`src/rtl/jtag_scan_sequencer.sv`:
```
`default_nettype none
// ============================================================================
// jtag_scan_sequencer : host-side JTAG master issuing one IR and/or DR scan per
//                       command and returning the captured TDO bits.
// Revision 1.0
// ============================================================================
module jtag_scan_sequencer #(
  parameter int IR_LEN = 2,
  parameter int DR_MAX = 128,
  parameter int CNT_W  = 8
) (
  input  logic              TCLK,
  input  logic              TRST,
  input  logic              cmd_valid,
  output logic              cmd_ready,
  input  logic              cmd_skip_ir,
  input  logic [IR_LEN-1:0] cmd_ir,
  input  logic [CNT_W-1:0]  cmd_dr_len,
  input  logic [DR_MAX-1:0] cmd_dr_data,
  output logic              rsp_valid,
  input  logic              rsp_ready,
  output logic [DR_MAX-1:0] rsp_data,
  output logic [IR_LEN-1:0] rsp_ir_cap,
  output logic              tms,
  output logic              tdi,
  input  logic              tdo,
  output logic              busy
);

  localparam int DR_IW = (DR_MAX > 1) ? $clog2(DR_MAX) : 1;
  localparam int IR_IW = (IR_LEN > 1) ? $clog2(IR_LEN) : 1;
  localparam logic [CNT_W-1:0] C_IR_LAST  = CNT_W'(IR_LEN - 1);
  localparam logic [CNT_W-1:0] C_DR_MAX   = CNT_W'(DR_MAX);
  localparam logic [CNT_W-1:0] C_TLR_LAST = CNT_W'(4);
  localparam logic [CNT_W-1:0] C_ONE      = CNT_W'(1);

  typedef enum logic [3:0] {
    TLR, GO_RTI, IDLE,
    IR_SEL, IR_CAP, IR_SHIFT, IR_BITS, IR_UPD, IR_RTI,
    DR_SEL, DR_CAP, DR_SHIFT, DR_BITS, DR_UPD, DR_RTI,
    DONE
  } state_t;

  state_t              state_q, state_d;
  logic [CNT_W-1:0]    cnt_q, cnt_d;
  logic [IR_LEN-1:0]   ir_q, ir_d;
  logic [CNT_W-1:0]    dr_len_q, dr_len_d;
  logic [DR_MAX-1:0]   dr_data_q, dr_data_d;
  logic                tms_q, tms_d;
  logic                tdi_q, tdi_d;
  logic                cmd_ready_q, cmd_ready_d;
  logic                rsp_valid_q, rsp_valid_d;
  logic [DR_MAX-1:0]   rsp_data_q, rsp_data_d;
  logic [IR_LEN-1:0]   rsp_ir_cap_q, rsp_ir_cap_d;
  logic                busy_q, busy_d;

  always_ff @(posedge TCLK) begin
    if (!TRST) begin
      state_q      <= TLR;
      cnt_q        <= '0;
      ir_q         <= '0;
      dr_len_q     <= '0;
      dr_data_q    <= '0;
      tms_q        <= 1'b1;
      tdi_q        <= 1'b0;
      cmd_ready_q  <= 1'b0;
      rsp_valid_q  <= 1'b0;
      rsp_data_q   <= '0;
      rsp_ir_cap_q <= '0;
      busy_q       <= 1'b1;
    end else begin
      state_q      <= state_d;
      cnt_q        <= cnt_d;
      ir_q         <= ir_d;
      dr_len_q     <= dr_len_d;
      dr_data_q    <= dr_data_d;
      tms_q        <= tms_d;
      tdi_q        <= tdi_d;
      cmd_ready_q  <= cmd_ready_d;
      rsp_valid_q  <= rsp_valid_d;
      rsp_data_q   <= rsp_data_d;
      rsp_ir_cap_q <= rsp_ir_cap_d;
      busy_q       <= busy_d;
    end
  end

  always_comb begin
    state_d      = state_q;
    cnt_d        = cnt_q;
    ir_d         = ir_q;
    dr_len_d     = dr_len_q;
    dr_data_d    = dr_data_q;
    rsp_valid_d  = rsp_valid_q;
    rsp_data_d   = rsp_data_q;
    rsp_ir_cap_d = rsp_ir_cap_q;

    if (rsp_valid_q && rsp_ready) rsp_valid_d = 1'b0;

    unique case (state_q)
      TLR: begin
        if (cnt_q == C_TLR_LAST) begin
          state_d = GO_RTI;
          cnt_d   = '0;
        end else begin
          cnt_d = cnt_q + C_ONE;
        end
      end
      GO_RTI: state_d = IDLE;
      IDLE: begin
        if (cmd_valid && cmd_ready_q) begin
          dr_len_d     = (cmd_dr_len > C_DR_MAX) ? C_DR_MAX : cmd_dr_len;
          dr_data_d    = cmd_dr_data;
          rsp_data_d   = '0;
          rsp_ir_cap_d = '0;
          cnt_d        = '0;
          if (!cmd_skip_ir) begin
            ir_d    = cmd_ir;
            state_d = IR_SEL;
          end else if (cmd_dr_len != '0) begin
            state_d = DR_SEL;
          end else begin
            state_d = DONE;
          end
        end
      end
      // Two TMS=1 cycles walk Run-Test/Idle -> Select-DR -> Select-IR.
      IR_SEL: begin
        if (cnt_q == C_ONE) begin
          state_d = IR_CAP;
          cnt_d   = '0;
        end else begin
          cnt_d = cnt_q + C_ONE;
        end
      end
      IR_CAP:   state_d = IR_SHIFT;
      IR_SHIFT: begin
        state_d = IR_BITS;
        cnt_d   = '0;
      end
      IR_BITS: begin
        rsp_ir_cap_d[cnt_q[IR_IW-1:0]] = tdo;
        if (cnt_q == C_IR_LAST) state_d = IR_UPD;
        else                    cnt_d   = cnt_q + C_ONE;
      end
      IR_UPD: state_d = IR_RTI;
      IR_RTI: state_d = (dr_len_q != '0) ? DR_SEL : DONE;
      DR_SEL: state_d = DR_CAP;
      DR_CAP: state_d = DR_SHIFT;
      DR_SHIFT: begin
        state_d = DR_BITS;
        cnt_d   = '0;
      end
      DR_BITS: begin
        rsp_data_d[cnt_q[DR_IW-1:0]] = tdo;
        if (cnt_q == dr_len_q - C_ONE) state_d = DR_UPD;
        else                           cnt_d   = cnt_q + C_ONE;
      end
      DR_UPD: state_d = DR_RTI;
      DR_RTI: state_d = DONE;
      DONE: begin
        rsp_valid_d = 1'b1;
        state_d     = IDLE;
      end
      default: state_d = TLR;
    endcase

    // Pin values are registered from the next state so they line up with the
    // cycle the FSM spends in that state.
    tms_d = 1'b0;
    tdi_d = 1'b0;
    unique case (state_d)
      TLR, IR_SEL, IR_UPD, DR_SEL, DR_UPD: tms_d = 1'b1;
      IR_BITS: begin
        tms_d = (cnt_d == C_IR_LAST);
        tdi_d = ir_d[cnt_d[IR_IW-1:0]];
      end
      DR_BITS: begin
        tms_d = (cnt_d == dr_len_d - C_ONE);
        tdi_d = dr_data_d[cnt_d[DR_IW-1:0]];
      end
      default: tms_d = 1'b0;
    endcase

    cmd_ready_d = (state_d == IDLE) && !rsp_valid_d;
    busy_d      = (state_d != IDLE);
  end

  assign cmd_ready  = cmd_ready_q;
  assign rsp_valid  = rsp_valid_q;
  assign rsp_data   = rsp_data_q;
  assign rsp_ir_cap = rsp_ir_cap_q;
  assign tms        = tms_q;
  assign tdi        = tdi_q;
  assign busy       = busy_q;

endmodule
`default_nettype wire

```
`config.mk`:
```
export PLATFORM = sky130hd
export DESIGN_NAME = jtag_scan_sequencer
export DESIGN_NICKNAME = d
export VERILOG_FILES = /design/src/rtl/jtag_scan_sequencer.sv
export SDC_FILE = /design/constraint.sdc
export NUM_CORES = 1
export LEC_CHECK = 0
export CAP_MARGIN = 15
export CELL_PAD_IN_SITES_DETAIL_PLACEMENT = 2
export CELL_PAD_IN_SITES_GLOBAL_PLACEMENT = 2
export CORE_MARGIN = 5
export CORE_UTILIZATION = 31
export DETAILED_ROUTE_END_ITERATION = 8
export PLACE_DENSITY = 0.93
export SYNTH_ARGS = -nofsm -noshare
export SYNTH_HDL_FRONTEND = slang
export SYNTH_SLANG_ARGS = --single-unit
export TNS_END_PERCENT = 30
```
`constraint.sdc`:
```
create_clock -name TCLK -period 7.75 [get_ports TCLK]
set_input_delay 1.55 -clock TCLK [delete_from_list [all_inputs] [get_ports TCLK]]
set_output_delay 1.55 -clock TCLK [all_outputs]
set_load 0.005 [all_outputs]
```
# --- Word level (Yosys, flattened, before mapping) ---
# Cells that the tools add are included.
classes:
  addsub: 3
  n_lt_le_gt_ge: 7
  n_eq_ne: 29
  mux: 41
  reduce_logical: 17
ops:
  columns: ["cell", "n"]
  rows:
  - ["128-bit 2-to-1 mux", 3]
  - ["128-bit one-hot mux with 2 select lines", 1]
  - ["128-bit bitwise mux", 1]
  - ["8-bit 2-to-1 mux", 8]
  - ["4-bit one-hot mux with 15 select lines", 1]
  - ["8-bit one-hot mux with 6 select lines", 1]
  - ["4-bit equality test (second input constant)", 11]
  - ["4-bit by 3-bit equality test with 1-bit output (second input constant)", 6]
  - ["4-bit 2-to-1 mux", 6]
  - ["4-bit by 2-bit equality test with 1-bit output (second input constant)", 4]
  - ["8-bit by 1-bit equality test with 1-bit output (second input constant)", 2]
  - ["8-bit equality test", 2]
  - ["7-bit by 8-bit < comparator with 1-bit output (second input constant)", 2]
  - ["8-bit nonzero test", 2]
  - ["8-bit by 1-bit subtractor with 8-bit output (second input constant)", 2]
  - ["8-bit by 1-bit adder with 8-bit output (second input constant)", 1]
  - ["8-bit by 3-bit equality test with 1-bit output (second input constant)", 1]
  - ["8-bit greater-than comparator (second input constant)", 1]
  - ["4-bit zero test", 2]
  - ["2-bit 2-to-1 mux", 4]
  - ["1-bit binary-select mux with 7-bit select", 1]
  - ["1-bit demux with 7-bit select", 1]
  - ["7-bit by 1-bit >= comparator with 1-bit output (second input constant)", 1]
  - ["1-bit 2-to-1 mux", 7]
  - ["other kinds (17)", 26]
totals:
  ff_bits: 285
  input_bits: 144
  output_inout_bits: 135
  wordCells: 109

# --- Logic depth before layout (Yosys ltp) ---
# Gate-level depths: netlist of the first run.
depth:
  word_depth: 8
  ltp_mapped: 20
  mapped_depth_nobuf: 17

# --- Worst setup path before layout of the first run ---
# OpenSTA, ideal clock, no wires.
synth_path:
  path_kind: "register to register"
  start: "register cnt_q[1]"
  end: "register tdi_q (netlist: tdi)"
  setup_ps: 96
  arrival_time_ps: 3752
  t_required_ps: 7654
  slack_ps: 3903
  stages_incl_launch_ff: 21
  path_buffers: 3
  period_less_slack_ps: 3847
  cell_sequence: "dfxtp_1 clkbuf_1 inv_1 ha_1 nor3b_1 nand2_1 ha_1 nand2b_1 a32oi_1 o21ai_0 nand3_1 mux2_2 nand2_2 buf_6 clkbuf_1 nand2_1 a31oi_1 a22oi_1 a211oi_1 nor4_1 o41ai_2"
synth_via:
  elab_chain_len: 6
  elab_cells_between_ends: 22
  classes_between: "1 x add/sub; 5 x eq/ne; 16 x mux"
synth_lines:
  columns: ["item", "line", "rtl"]
  rows:
  - ["start: declaration", "45", "logic [CNT_W-1:0] cnt_q, cnt_d;"]
  - ["start signal: assignment", "73", "cnt_q <= cnt_d;"]
  - ["8-bit by 1-bit adder with 8-bit output, or another cell as far along", null, null]
  - ["8-bit 2-to-1 mux, on equally long branches", null, null]
  - ["8-bit one-hot mux with 6 select lines", "99", "unique case (state_q)"]
  - ["1-bit binary-select mux with 7-bit select or 1-bit 2-to-1 mux (tied branches)", "179, 175", null]
  - ["1-bit 2-to-1 mux, on equally long branches", "179, 175", null]
  - ["1-bit one-hot mux with 2 select lines (*)", "171", "unique case (state_d)"]
  - ["end signal: assignment", "78", "tdi_q <= tdi_d;"]
  - ["end: declaration", "50", "logic tdi_q, tdi_d;"]
# Every way passes the cells marked *; elsewhere a longest branch is shown, timed or not. The select of a mux whose other input is x is not followed.
# A chain may end at the register's enable or synchronous reset.

# --- Final worst setup path of the first run ---
layout_path:
  start: "register cnt_q[2]"
  end: "register tdi_q (netlist: tdi)"
# The elaborated chain is that of the path after synthesis.

==> metrics.txt, run 1 <==
clk buf depth=3; vias=16500; CP max FO=42; number of cell rows=77; P_sw=1860 µW; max incr delay on CP=0.90 ns; vias in the first global route=18300; io pins=279; Core Area=0.0442 mm²; vias per cell=6.03; largest net degree at the start of global routing=186; CTS Buf Count=36; routability cong.=0.846; EDFF count, synth=0; Rel. slew slack=19.3%; status=complete, no violations; H-Tree Level Count=2; CTS Root Cell=clkbuf_16; Sw Share=39.6%; Leak=0.00606 µW; hpwl dp=44.8 mm; Max-cap violations=0; Routed WL=77.0 mm; Hold Crit Class=flip-flop to flip-flop; PwrDens=260 mW/mm²; sequential share of the synthesized area=41.2%; grt ovf=0; setup tns final=0 ns; r2r startpoint=cnt_q[2]; clock power share=36.2%; Fin. Hold Viols=0; Slew @ Worst Pin=1.21 ns; CP cell instances=nor2b_1 > or3_1 > a31o_1 > a2111oi_4 > mux2i_1 > nor2_4 > buf_4 > mux2_2 > a2bb2oi_1 > a32oi_1 > a221oi_1 > nor4_1 > o41ai_2; design internal power=2830 µW; Critical Path RT=8.15 ns; syn_area_per_cell=7.07 µm²; Logic pwr share=31.0%; Fmax=0.168 GHz; first-pass GRT wire length=113 mm; Main synth FF type=dfxtp_1; drt wl/cell=28.1 µm; clk sink count=285; Layout area overhead=30.6%; port bufs=278; Initial Util=31.3%; crit share post-route=77.0%; Final Critical Period=5.96 ns; Synth warnings=0; CP Buf/Inv Count=1; chip height=221 µm; Setup Viol. Count Final=0; PostCTS Resize Cnt=0; initial antenna violation count=7; Synth Instances=1957; met3 Use GR=4.98%; hold path start=rsp_ir_cap[0]; met2 Use GR=50.0%; crit start category=flip-flop; ratio of cells with drive above 1 in the final layout=4.99%; crit-path leading delay family=simple AND/OR/NAND/NOR gates; peak supply drop=0.000180 V; GR peak layer=met2; Die Span X=221 µm; Pre-antenna DRT Iters=5; CTS tree=built; Starting DRT DRC Count=1638; Nets=2269; FFs w/ async S/R, synth=0%; post-synthesis cell area=0.0138 mm²; WP data arrival=6.37 ns; Worst Setup End Kind=flip-flop; CP Launch Point=cnt_q[2]; crit path kind=flip-flop to flip-flop; die area=0.0490 mm²; RSZ-0062 raised after global routing=no; CP max stage cell=dfxtp_1; hold_buf cts=0; DRC viols=0; Synth cell types=70; syn_nets=2107; Yosys reg bits=285; count of pins over their slew limit=0; Clock Pin Slew Worst Setup and Hold Paths=0.06 ns; antenna-violating nets left=0; postcts setup bufs=0; Overall Power=4690 µW; GR Util met1=33.2%; clock skew=0.0371 ns; GRT Total Usage=28.7%; sequential power share=32.8%; insertion delay to the later sink of the worst-skew pair=0.58 ns
[power by group through the flow]
stage          Combinational (µW)  Sequential [µW]  Clock (µW)
5_1_grt                      1520             1540        1770
3_3_place_gp                 1270             1560           0
3_5_place_dp                 1340             1570           0
6_report                     1450             1540        1700
2_1_floorplan                 980             1530           0
4_1_cts                      1410             1530        1700
[worst reg2reg max path, cell delays in order, from the launching register on]
cell,delay (ns)
dfxtp_1,0.90
nor2b_1,0.19
or3_1,0.43
a31o_1,0.27
a2111oi_4,0.87
mux2i_1,0.36
nor2_4,0.84
buf_4,0.60
mux2_2,0.42
a2bb2oi_1,0.14
a32oi_1,0.24
a221oi_1,0.11
nor4_1,0.34
o41ai_2,0.11
[metal layers]
metal	vias up	wire length [µm]
met5	-	27
met4	4	4630
li1	7045	-
met1	8351	29400
met3	295	4950
met2	832	38000
[cell usage in the layout (no fill, tap or decap), types with 19 or more instances in the layout]
cell             instances
nand2_1                532
o21ai_0                144
a21oi_1                409
buf_4                   22
nor3_1                  19
clkdlybuf4s50_1        278
a31oi_1                 31
clkbuf_16               36
nand3_1                 60
nor2_1                  70
dfxtp_1                285
mux2i_1                 20
[stage by stage]
| stage | hold WS [ns] | area (µm²) | util, % | setup slack (ns) | std cells |
|---|---|---|---|---|---|
| detailed placement | 0.454 | 16900 | 38.1 | 2.01 | 2668 |
| CTS | 0.468 | 18000 | 40.7 | 1.78 | 2732 |
| finish | 0.463 | 18100 | 40.9 | 1.79 | 2742 |
| global placement | 0.442 | 16900 | 38.1 | 2.29 | 2668 |
| global route | 0.489 | 18100 | 40.9 | 1.49 | 2742 |
| floorplan | 0.432 | 13800 | - | 3.90 | 1957 |
[path summary, 6_finish.rpt]
path	end	slack [ns]	cells after the start
min reg2reg	rsp_ir_cap[0]	0.46	2
min	rsp_ir_cap[0]	0.46	2
max	tdi	1.79	13
max reg2reg	tdi	1.79	13
[flip-flops by register name (all words and copies together), names as in the netlist]
register / count
busy: 1
cmd_ready: 1
cnt_q: 8
dr_data_q: 128
dr_len_q: 8
ir_q: 2
rsp_data: 128
rsp_ir_cap: 2
rsp_valid: 1
state_q: 4
tdi: 1
tms: 1
[cells by family after synthesis]
kind of cell             share of synthesized area, %
multiplexers                                     1.61
flip-flops                                       41.2
AND/OR/NAND/NOR                                  23.7
buffers and inverters                            5.69
XOR/XNOR                                         1.39
AO/OA/AOI/OAI                                    25.9
adder cells (fa/ha/maj)                         0.543
[cell type report]
cell class	instances	area, µm²
flip-flops and latches	285	5710
clock inverters	9	81.3
inverters	13	56.3
repair buffers	304	3010
multi-input cells	1479	7410
diodes	5	12.5
clock buffers	55	1050
fillers	4957	26100
well taps	592	741
[cells in the mapped netlist, drive strengths merged (3+ instances only)]
cell	count	area share, %
ha	6	0.54
mux2i	20	1.4
nor2b	13	0.59
nand2b	9	0.41
xnor2	11	0.70
or4	3	0.16
clkbuf	149	4.0
and2	7	0.32
a31o	4	0.25
or2	4	0.18
nand2	533	14
dfxtp	285	41
nor3b	9	0.49
nor4	7	0.36
nor2	73	2.0
a211oi	9	0.49
a22oi	5	0.27
nand3	60	2.2
and3	14	0.63
xor2	11	0.70
inv	12	0.33
a21oi	410	15
buf	31	1.3
nor3	24	0.87
a221oi	9	0.61
a31oi	31	1.4
o2111ai	3	0.19
or3	3	0.14
o21ai	146	5.3
nand4	7	0.32
a32oi	5	0.32
a211o	4	0.25
No activity file was read; power rests on OpenSTA's default activity.
==> run 2: changes to the inputs <==
--- a/config.mk
+++ b/config.mk
@@ -9,9 +9,9 @@
 export CELL_PAD_IN_SITES_DETAIL_PLACEMENT = 2
 export CELL_PAD_IN_SITES_GLOBAL_PLACEMENT = 2
 export CORE_MARGIN = 5
-export CORE_UTILIZATION = 31
+export CORE_UTILIZATION = 29
 export DETAILED_ROUTE_END_ITERATION = 8
-export PLACE_DENSITY = 0.93
+export PLACE_DENSITY = 0.88
 export SYNTH_ARGS = -nofsm -noshare
 export SYNTH_HDL_FRONTEND = slang
 export SYNTH_SLANG_ARGS = --single-unit
==> constraint.sdc (replaced) <==
create_clock -name TCLK -period 5.8 [get_ports TCLK]
set_input_delay 1.16 -clock TCLK [delete_from_list [all_inputs] [get_ports TCLK]]
set_output_delay 1.16 -clock TCLK [all_outputs]
set_load 0.005 [all_outputs]
==> metrics.txt, run 2 (same netlist as run 1, synthesis figures left out) <==
hpwl dp=43.4 mm; design internal power=3970 µW; CTS Root Cell=clkbuf_16; crit path kind=flip-flop to flip-flop; peak supply drop=0.000263 V; initial antenna violation count=4; crit-path most repeated cell=ha_1; io pins=279; hold_buf cts=0; multi-input gate area in the final layout=0.00741 mm²; most frequent cells in the layout=532 x nand2_1, 409 x a21oi_1, 285 x dfxtp_1; crit share post-route=89.6%; Critical Path RT=6.19 ns; Routed WL=64.9 mm; Final Critical Period=5.20 ns; number of cell rows=80; register area=0.00571 mm²; Worst Setup End Kind=flip-flop; H-Tree Level Count=2; WP data arrival=5.59 ns; die area=0.0522 mm²; vias=15400; largest net degree at the start of global routing=173; sequential power share=32.5%; status=complete, no violations; Fmax=0.192 GHz; clk buf depth=3; Logic pwr share=30.4%; clock power share=37.0%; Fillers=5405; Initial Util=29.2%; Slew @ Worst Pin=1.25 ns; Reg2Reg Depth=16; max incr delay on CP=0.76 ns; DRC viols=0; Layout area overhead=32.0%; postcts setup bufs=0; Nets=2283; ratio of cells with drive above 1 in the final layout=5.70%; Max-cap violations=0; CTS Buf Count=35; count of pins over their slew limit=0; clock skew=0.0258 ns; vias in the first global route=17000; Die Span X=228 µm; GRT Total Usage=23.7%; Sw Share=36.6%; CTS tree=built; Pre-antenna DRT Iters=5; Setup Viol. Count Final=0; insertion delay to the later sink of the worst-skew pair=0.57 ns; RSZ-0062 raised after global routing=no; PostCTS Resize Cnt=0; drt wl/cell=23.4 µm; PwrDens=343 mW/mm²; Clock Pin Slew Worst Setup and Hold Paths=0.06 ns; hold path depth=2; Core Area=0.0474 mm²; r2r setup slk=0.60 ns; setup tns final=0 ns; port bufs=278; CP max stage cell=dfxtp_1; Leak=0.00616 µW; clk sink count=285; first-pass GRT wire length=99.7 mm; Overall Power=6270 µW; CP cell instances=ha_1 > nor3b_1 > nand2_1 > ha_1 > a32oi_1 > o21ai_0 > and3_1 > a21o_1 > nor2_4 > buf_4 > mux2i_1 > a221oi_2 > a221oi_1 > o31ai_1 > nor4_1 > o41ai_2; chip height=228 µm; CP max FO=20; crit start category=flip-flop; antenna-violating nets left=0; Fin. Hold Viols=0; routability cong.=0.862; P_sw=2290 µW; grt ovf=0; Rel. slew slack=16.7%; vias per cell=5.53; commonest non-fill, non-tap cell in the layout=nand2_1; Starting DRT DRC Count=1079; Hold Crit Class=flip-flop to flip-flop
run 2: final timing paths:
check | startpoint | endpoint
hold reg to reg | rsp_ir_cap[1] | rsp_ir_cap[1]
hold / removal | rsp_ir_cap[1] | rsp_ir_cap[1]
setup / recovery | cnt_q[0] | tdi
setup reg to reg | cnt_q[0] | tdi
run 2: metal layers:
layer,GRT usage (%),wire [µm]
met5,0,0
met4,11.0,3080
met3,4.00,2800
met2,41.2,31800
met1,28.6,27200
run 2: final cells by class:
| cell class | instances | share of cell area (%) |
|---|---|---|
| multi-input combinational | 1479 | 40.6 |
| sequential | 285 | 31.2 |
| timing repair buffer | 319 | 17.0 |
| clock buffer | 54 | 5.85 |
| tap | 615 | 4.21 |
| clock inverter | 9 | 0.753 |
| inverter | 13 | 0.308 |
| antenna | 4 | 0.0548 |
run 2: stage by stage:
| step | setup WS (ns) | utilization (%) | std cells | hold slack, ns | area (µm²) |
|---|---|---|---|---|---|
| after floorplan | 1.95 | - | 1957 | 0.432 | 13800 |
| after global placement | 1.06 | 35.9 | 2708 | 0.441 | 17000 |
| after detailed placement | 0.842 | 35.9 | 2708 | 0.450 | 17000 |
| after CTS | 0.644 | 38.4 | 2771 | 0.458 | 18200 |
| after global routing | 0.317 | 38.5 | 2778 | 0.484 | 18300 |
| final | 0.605 | 38.5 | 2778 | 0.458 | 18300 |
run 2: power by group through the flow:
stage	clock (µW)	combinational (µW)	sequential (µW)
after detailed placement	0	1850	2080
final	2320	1910	2040
after global placement	0	1780	2070
after floorplan	0	1310	2040
after CTS	2360	1900	2040
after global routing	2430	2060	2040
run 2: critical path: cells and delay by family (launching register included):
family,cells,cell delay [ns]
compound gates,7,1.27
fa+ha+maj,2,0.60
buf+inv,1,0.29
flops,1,0.76
mux,1,0.30
simple gates,5,1.80
